==> src/rtl/cache_fill_fsm.sv <==
// Cache miss fill controller: issues BLOCK_WORDS back-to-back word reads for the
// missing block, steers returned words into the data array, then writes the tag.
module cache_fill_fsm #(
    parameter int ADDR_WIDTH  = 16,
    parameter int BLOCK_WORDS = 8
) (
    input  logic                                  clk,
    input  logic                                  rst,
    input  logic                                  miss_detected,
    input  logic [ADDR_WIDTH-1:0]                 miss_address,
    input  logic                                  memory_data_valid,
    input  logic [15:0]                           memory_data,
    output logic                                  fsm_busy,
    output logic                                  mem_enable,
    output logic [ADDR_WIDTH-1:0]                 memory_address,
    output logic                                  write_data_array,
    output logic [$clog2(BLOCK_WORDS)-1:0]        word_offset,
    output logic [15:0]                           fill_data,
    output logic                                  write_tag_array
);

    localparam int OFF_W = $clog2(BLOCK_WORDS);
    localparam int CNT_W = OFF_W + 1;
    // Clears the byte-offset bits so base points at the first byte of the block.
    localparam logic [ADDR_WIDTH-1:0] ALIGN_MASK = ~(ADDR_WIDTH'(2 * BLOCK_WORDS - 1));

    typedef enum logic {
        IDLE = 1'b0,
        FILL = 1'b1
    } state_t;

    state_t                  state_reg, state_next;
    logic [ADDR_WIDTH-1:0]   base_reg, base_next;
    logic [CNT_W-1:0]        issue_cnt_reg, issue_cnt_next;
    logic [OFF_W-1:0]        recv_cnt_reg, recv_cnt_next;

    logic issuing;
    logic last_word;

    assign issuing   = (state_reg == FILL) && (issue_cnt_reg < CNT_W'(BLOCK_WORDS));
    assign last_word = (recv_cnt_reg == OFF_W'(BLOCK_WORDS - 1));

    always_ff @(posedge clk) begin
        if (rst) begin
            state_reg     <= IDLE;
            base_reg      <= '0;
            issue_cnt_reg <= '0;
            recv_cnt_reg  <= '0;
        end else begin
            state_reg     <= state_next;
            base_reg      <= base_next;
            issue_cnt_reg <= issue_cnt_next;
            recv_cnt_reg  <= recv_cnt_next;
        end
    end

    // Issue and return counters advance independently; only the return count ends a fill.
    always_comb begin
        state_next     = state_reg;
        base_next      = base_reg;
        issue_cnt_next = issue_cnt_reg;
        recv_cnt_next  = recv_cnt_reg;
        case (state_reg)
            IDLE: begin
                if (miss_detected) begin
                    state_next     = FILL;
                    base_next      = miss_address & ALIGN_MASK;
                    issue_cnt_next = '0;
                    recv_cnt_next  = '0;
                end
            end
            FILL: begin
                if (issuing) begin
                    issue_cnt_next = issue_cnt_reg + CNT_W'(1);
                end
                if (memory_data_valid) begin
                    recv_cnt_next = recv_cnt_reg + OFF_W'(1);
                    if (last_word) begin
                        state_next = IDLE;
                    end
                end
            end
            default: state_next = IDLE;
        endcase
    end

    always_comb begin
        fsm_busy         = 1'b0;
        mem_enable       = 1'b0;
        memory_address   = '0;
        write_data_array = 1'b0;
        word_offset      = '0;
        write_tag_array  = 1'b0;
        fill_data        = memory_data;
        if (state_reg == FILL) begin
            fsm_busy       = 1'b1;
            mem_enable     = issuing;
            // Block is aligned, so base + offset never carries out of the block.
            memory_address = issuing ? base_reg + ADDR_WIDTH'({issue_cnt_reg, 1'b0}) : base_reg;
            if (memory_data_valid) begin
                write_data_array = 1'b1;
                word_offset      = recv_cnt_reg;
                write_tag_array  = last_word;
            end
        end
    end

endmodule

==> config.mk <==
export PLATFORM = sky130hd
export DESIGN_NAME = cache_fill_fsm
export DESIGN_NICKNAME = d
export VERILOG_FILES = /design/src/rtl/cache_fill_fsm.sv
export SDC_FILE = /design/constraint.sdc
export NUM_CORES = 1
export LEC_CHECK = 0
export CORE_MARGIN = 2
export CORE_UTILIZATION = 37
export CTS_CLUSTER_SIZE = 14
export DETAILED_ROUTE_END_ITERATION = 7
export GPL_ROUTABILITY_DRIVEN = 1
export GPL_TIMING_DRIVEN = 0
export PLACE_DENSITY = 0.78
export SLEW_MARGIN = 40
export SYNTH_ARGS = -nofsm -noshare
export SYNTH_HDL_FRONTEND = slang
export SYNTH_SLANG_ARGS = --single-unit
export TNS_END_PERCENT = 10
==> constraint.sdc <==
create_clock -name clk -period 2.3 [get_ports clk]
set_clock_uncertainty 0.15 [all_clocks]
set_input_delay 0.69 -clock clk [delete_from_list [all_inputs] [get_ports clk]]
set_output_delay 0.69 -clock clk [all_outputs]
set_load 0.1 [all_outputs]
# == Word level (Yosys, flattened, before mapping) ==
# Cells that the tools add are included.
# classes
add_sub_neg,3
magnitude_cmp,1
eq_ne,4
mux,20
bitwise_logic,1
reduce_logical,4
# ops
cell,n
16-bit two-way mux,2
16-bit by 5-bit adder with 16-bit output,1
3-bit two-way mux,4
1-bit two-way mux,9
4-bit two-way mux,2
4-bit case mux with 2 select lines,1
3-bit case mux with 2 select lines,1
2-bit AND reduction,3
4-bit by 1-bit adder with 4-bit output (second input constant),1
4-bit less-than comparator (second input constant),1
2-bit != test (second input constant),2
3-bit by 1-bit adder with 3-bit output (second input constant),1
3-bit equality test (second input constant),1
2-bit by 1-bit != test with 1-bit output (second input constant),1
1-bit case mux with 2 select lines,1
1-bit logical AND,1
1-bit NOT,1
# totals
ff_bits,20
inputBits,36
output_inout_bits,39
elab_cells,37

# == Depth between registers and ports, before layout ==
# logic_depth
word_depth,4
ltp_mapped,6
ltp_nobuf,5

# == Least setup slack after synthesis ==
# OpenSTA, ideal clock, no wires.
# synth_timing
path_kind,flip-flop to output port
start,register state_reg
end,output memory_address[15]
t_arrival_ns,3.266
t_required_ns,1.460
slack_ns,-1.806
stages_incl_launch_ff,5
path_cell_list,dfxtp_1 -> buf_2 -> nand2b_1 -> nor4_1 -> mux2i_1
# synth_between
elab_chain_len,3
# synth_rtl
element,line_no,rtl
start: declaration,32,"state_t state_reg, state_next;"
start signal: assignment,50,state_reg <= state_next;
1-bit logical AND,40,assign issuing = (state_reg == FILL) && (issue_cnt_reg < CNT_W'(BLOCK_WORDS));
16-bit two-way mux,99,"memory_address = issuing ? base_reg + ADDR_WIDTH'({issue_cnt_reg, 1'b0}) : base_reg;"
16-bit two-way mux (*),95,if (state_reg == FILL) begin
end: declaration,15,"output logic [ADDR_WIDTH-1:0] memory_address,"
# Every way passes the cells marked *; elsewhere a longest branch is shown, timed or not.

# == Final worst setup path ==
# layout_timing
start,register issue_cnt_reg[3]
end,output memory_address[11]
# layout_between
elab_chain_len,4
word_cells_on_any_way,5
classes_between,add/sub (1); order compare (1); mux (2); reduce/logical (1)
# layout_rtl
element,line_no,rtl
start: declaration,34,"logic [CNT_W-1:0] issue_cnt_reg, issue_cnt_next;"
start signal: assignment,52,issue_cnt_reg <= issue_cnt_next;
branches (longest 2 deep; another with 16-bit by 5-bit adder with 16-bit output),-,
16-bit two-way mux (*),99,
16-bit two-way mux (*),95,
# Mark *: on every way between the ends.

==> key figures <==
Yosys
  – Sequential-to-total area share from yosys stat: 31.5%
  – Yosys warns: 0
  – Syn Area/Cell: 7.52 sq um
  – Compound-Gate Fraction of Synth Area: 12.7%
  – Synth unique cells: 32
  – Cell area after synthesis: 0.00127 sq mm
  – Yosys reg bits: 20
  – Synth Area in Simple Gates: 30.8%
  – Xor/xnor share of the synthesized area: 2.07%
  – Proportion of synthesized area in mux cells: 3.15%
  – Adder-cell area share of the yosys netlist: 4.92%
  – Synth Instances: 169
  – Syn Nets: 210
  – Largest family of logic cells by synthesized area: simple AND/OR/NAND/NOR gates

Pwr
  – VDD IR max: 300 uV
  – Clk pwr share: 21.1%
  – Combinational fraction of design power: 40.3%
  – Internal power: 577 uW
  – Sw Pwr: 419 uW
  – P_leak: 0.000894 uW
  – PD cells: 437 mW/mm^2
  – Net Sw Frac: 42.0%
  – Sequential Power Share: 38.6%

Die
  – I/O Pins: 75
  – FP Rows: 21
  – Die H: 62.6 um
  – Initial core utilization: 38.4%
  – Core ar.: 0.00331 sq mm
  – Die area: 0.00392 sq mm
  – Die X: 62.6 um

Layout
  – Fin cells: 274
  – # fillers: 289
  – Commonest non-fill, non-tap cell in the layout: nand2_1
  – Layout cells sized above 1: 49.6%
  – # diodes: 0
  – Most frequent cells in the layout: 30 x nand2_1, 19 x buf_2, 19 x buf_4
  – Core Util, Final: 68.9%
  – Largest register FFs: 12
  – Layout Nets: 270
  – Area grow syn2layout: 79.4%

Detailed routing
  – WL met3: 194 um
  – Metal2 WL: 1.81 mm
  – # DRC: 0
  – Avg WL per Cell: 12.8 um
  – Vias after detailed routing: 1,341
  – Initial drt markers: 59
  – Final ANT Viol Nets: 0
  – Max layer used: met4
  – Total wire length: 3.51 mm
  – Wl on met1: 1.45 mm
  – Router iterations before antenna repair: 5
  – Vias per cell: 4.89

Worst setup path
  – CP endpoint kind: primary output
  – R2R depth: 5
  – Slowest CP cell: or4_4
  – Levels on crit path: 5
  – Worst Path Required: 1.46 ns
  – Critical path type: flop to primary output
  – CP arrival: 1.90 ns
  – WP buf/inv: 2
  – Worst path max stage delay: 0.47 ns
  – Delay-heaviest family, CP: simple AND/OR/NAND/NOR gates
  – Top fanout value on the critical path: 8
  – Crit-path cells: buf_8 -> nand3b_1 -> or4_4 -> a21oi_4 -> buf_12
  – Nature of the critical path startpoint: flop

CTS
  – Number of CTS-inserted buffers: 3
  – Clock Latency Late Sink: 0.31 ns
  – Clock slew at reported path FFs: 0.11 ns
  – Root Buffer: clkbuf_4
  – Clock sink total: 20
  – Number of H-tree levels: 1
  – Clk buf depth: 2
  – TritonCTS clock tree: built

Placement
  – Post-DP HPWL: 2.44 mm
  – Port Buffers: 52
  – Placer Congestion: 0.781
  – Pre-CTS WS: -0.437 ns
  – Placed cell count: 267

Global route
  – Number of global-route vias before repair: 1,243
  – Initial antenna violation count: 0
  – Total GRT Usage: 18.3%
  – Global-route wire length before repair: 5.77 mm
  – Total gr overflow: 0
  – Largest net degree at the start of global routing: 12

STA
  – RSZ-0062 raised after global routing: yes
  – Final setup vio count: 14
  – Min Tclk post-route: 2.74 ns
  – Final worst path period share: 119%
  – Final worst setup slack: -0.441 ns
  – Hold Fails Final Rpt: 0
  – Slew Limit Fails: 0
  – Fin Setup TNS: -3.65 ns
  – Max Clk Rate: 365 MHz

Min path
  – Worst hold path type: flop to flop
  – Hold Path Depth: 2

Flow run
  – MaxCap Viol Count: 0

Run status
  – Failing checks: negative setup slack
  – Result of the run: complete, but fails checks
[per-stage QoR]
stage | hold slack, ns | area [sq um] | total power, uW
final | 0.341 | 2280 | 996
after global placement | 0.310 | 2090 | 776
after CTS | 0.339 | 2260 | 995
after detailed placement | 0.324 | 1900 | 755
after floorplan | 0.294 | 1510 | 687
after global routing | 0.372 | 2280 | 1040
[power groups by stage]
stage | logic, uW | registers, uW | clock network (uW)
2_1_floorplan | 293 | 394 | 0
3_3_place_gp | 387 | 389 | 0
3_5_place_dp | 365 | 390 | 0
4_1_cts | 398 | 384 | 213
5_1_grt | 419 | 387 | 230
6_report | 402 | 384 | 210
[final cells by class]
type | instances | area, sq um | share of cell area [%]
Buffer | 26 | 204 | 8.94
Clock buffer | 4 | 36.3 | 1.59
Inverter | 5 | 35.0 | 1.54
Multi-Input combinational cell | 119 | 927 | 40.6
Sequential cell | 20 | 415 | 18.2
Tap cell | 46 | 57.6 | 2.52
Timing Repair Buffer | 54 | 606 | 26.5
[cell families (layout without fill, tap and decap cells)]
kind of cell | after synthesis | count (layout)
simple gates | 75 | 76
mux | 4 | 4
fa+ha+maj | 5 | 5
flops | 20 | 20
xor+xnor | 3 | 3
buf+inv | 31 | 89
other cells | 1 | 1
compound gates | 30 | 30
[what timing repair did]
action,CTS,global route
hold endpoints to repair,0,0
endpoints found under the setup margin,21,21
resized for setup,83,12
gates cloned,1,0
pin swaps,4,1
setup buffers,2,0
hold buffers,0,0
[cell usage after synthesis (all sizes together)]
master  number  area (sq um)
inv          4          15.0
nand2b       6          37.5
o31ai        3          22.5
nor2b        1          6.26
or3          3          20.0
a41oi        1          8.76
xor2         3          26.3
nor3         3          15.0
clkbuf       6          23.8
nand4        2          27.5
dfxtp       20           400
buf         20           143
nand4b       1          8.76
nor2         5          18.8
or2          1          6.26
and2         3          18.8
conb         1          3.75
a21oi       23           115
mux2i        4          40.0
ha           5          62.6
or4          3          22.5
and3         4          25.0
clkinv       1          3.75
nand2       30           113
o21ai        3          15.0
nand3        9          45.0
nand3b       2          15.0
nor4         2          12.5
[metal layers]
layer	track usage [%]	vias to the layer above
met2	32.8	46
met5	0	-
li1	-	680
met1	22.0	610
met4	6.67	0
met3	2.70	5
[final timing paths]
kind / startpoint / endpoint / slack (ns)
min: base_reg[15] / base_reg[15] / 0.34
max reg2reg: state_reg / base_reg[12] / 0.63
min reg2reg: base_reg[15] / base_reg[15] / 0.34
max: issue_cnt_reg[3] / memory_address[11] / -0.44
[worst register-to-register path: cells and delay by family, from the launching register on]
family / cells / cell delay (ns)
flops: 1 / 0.37
compound gates: 1 / 0.14
buf+inv: 2 / 0.53
simple gates: 2 / 0.42
Power figures use the tool's default switching activity.
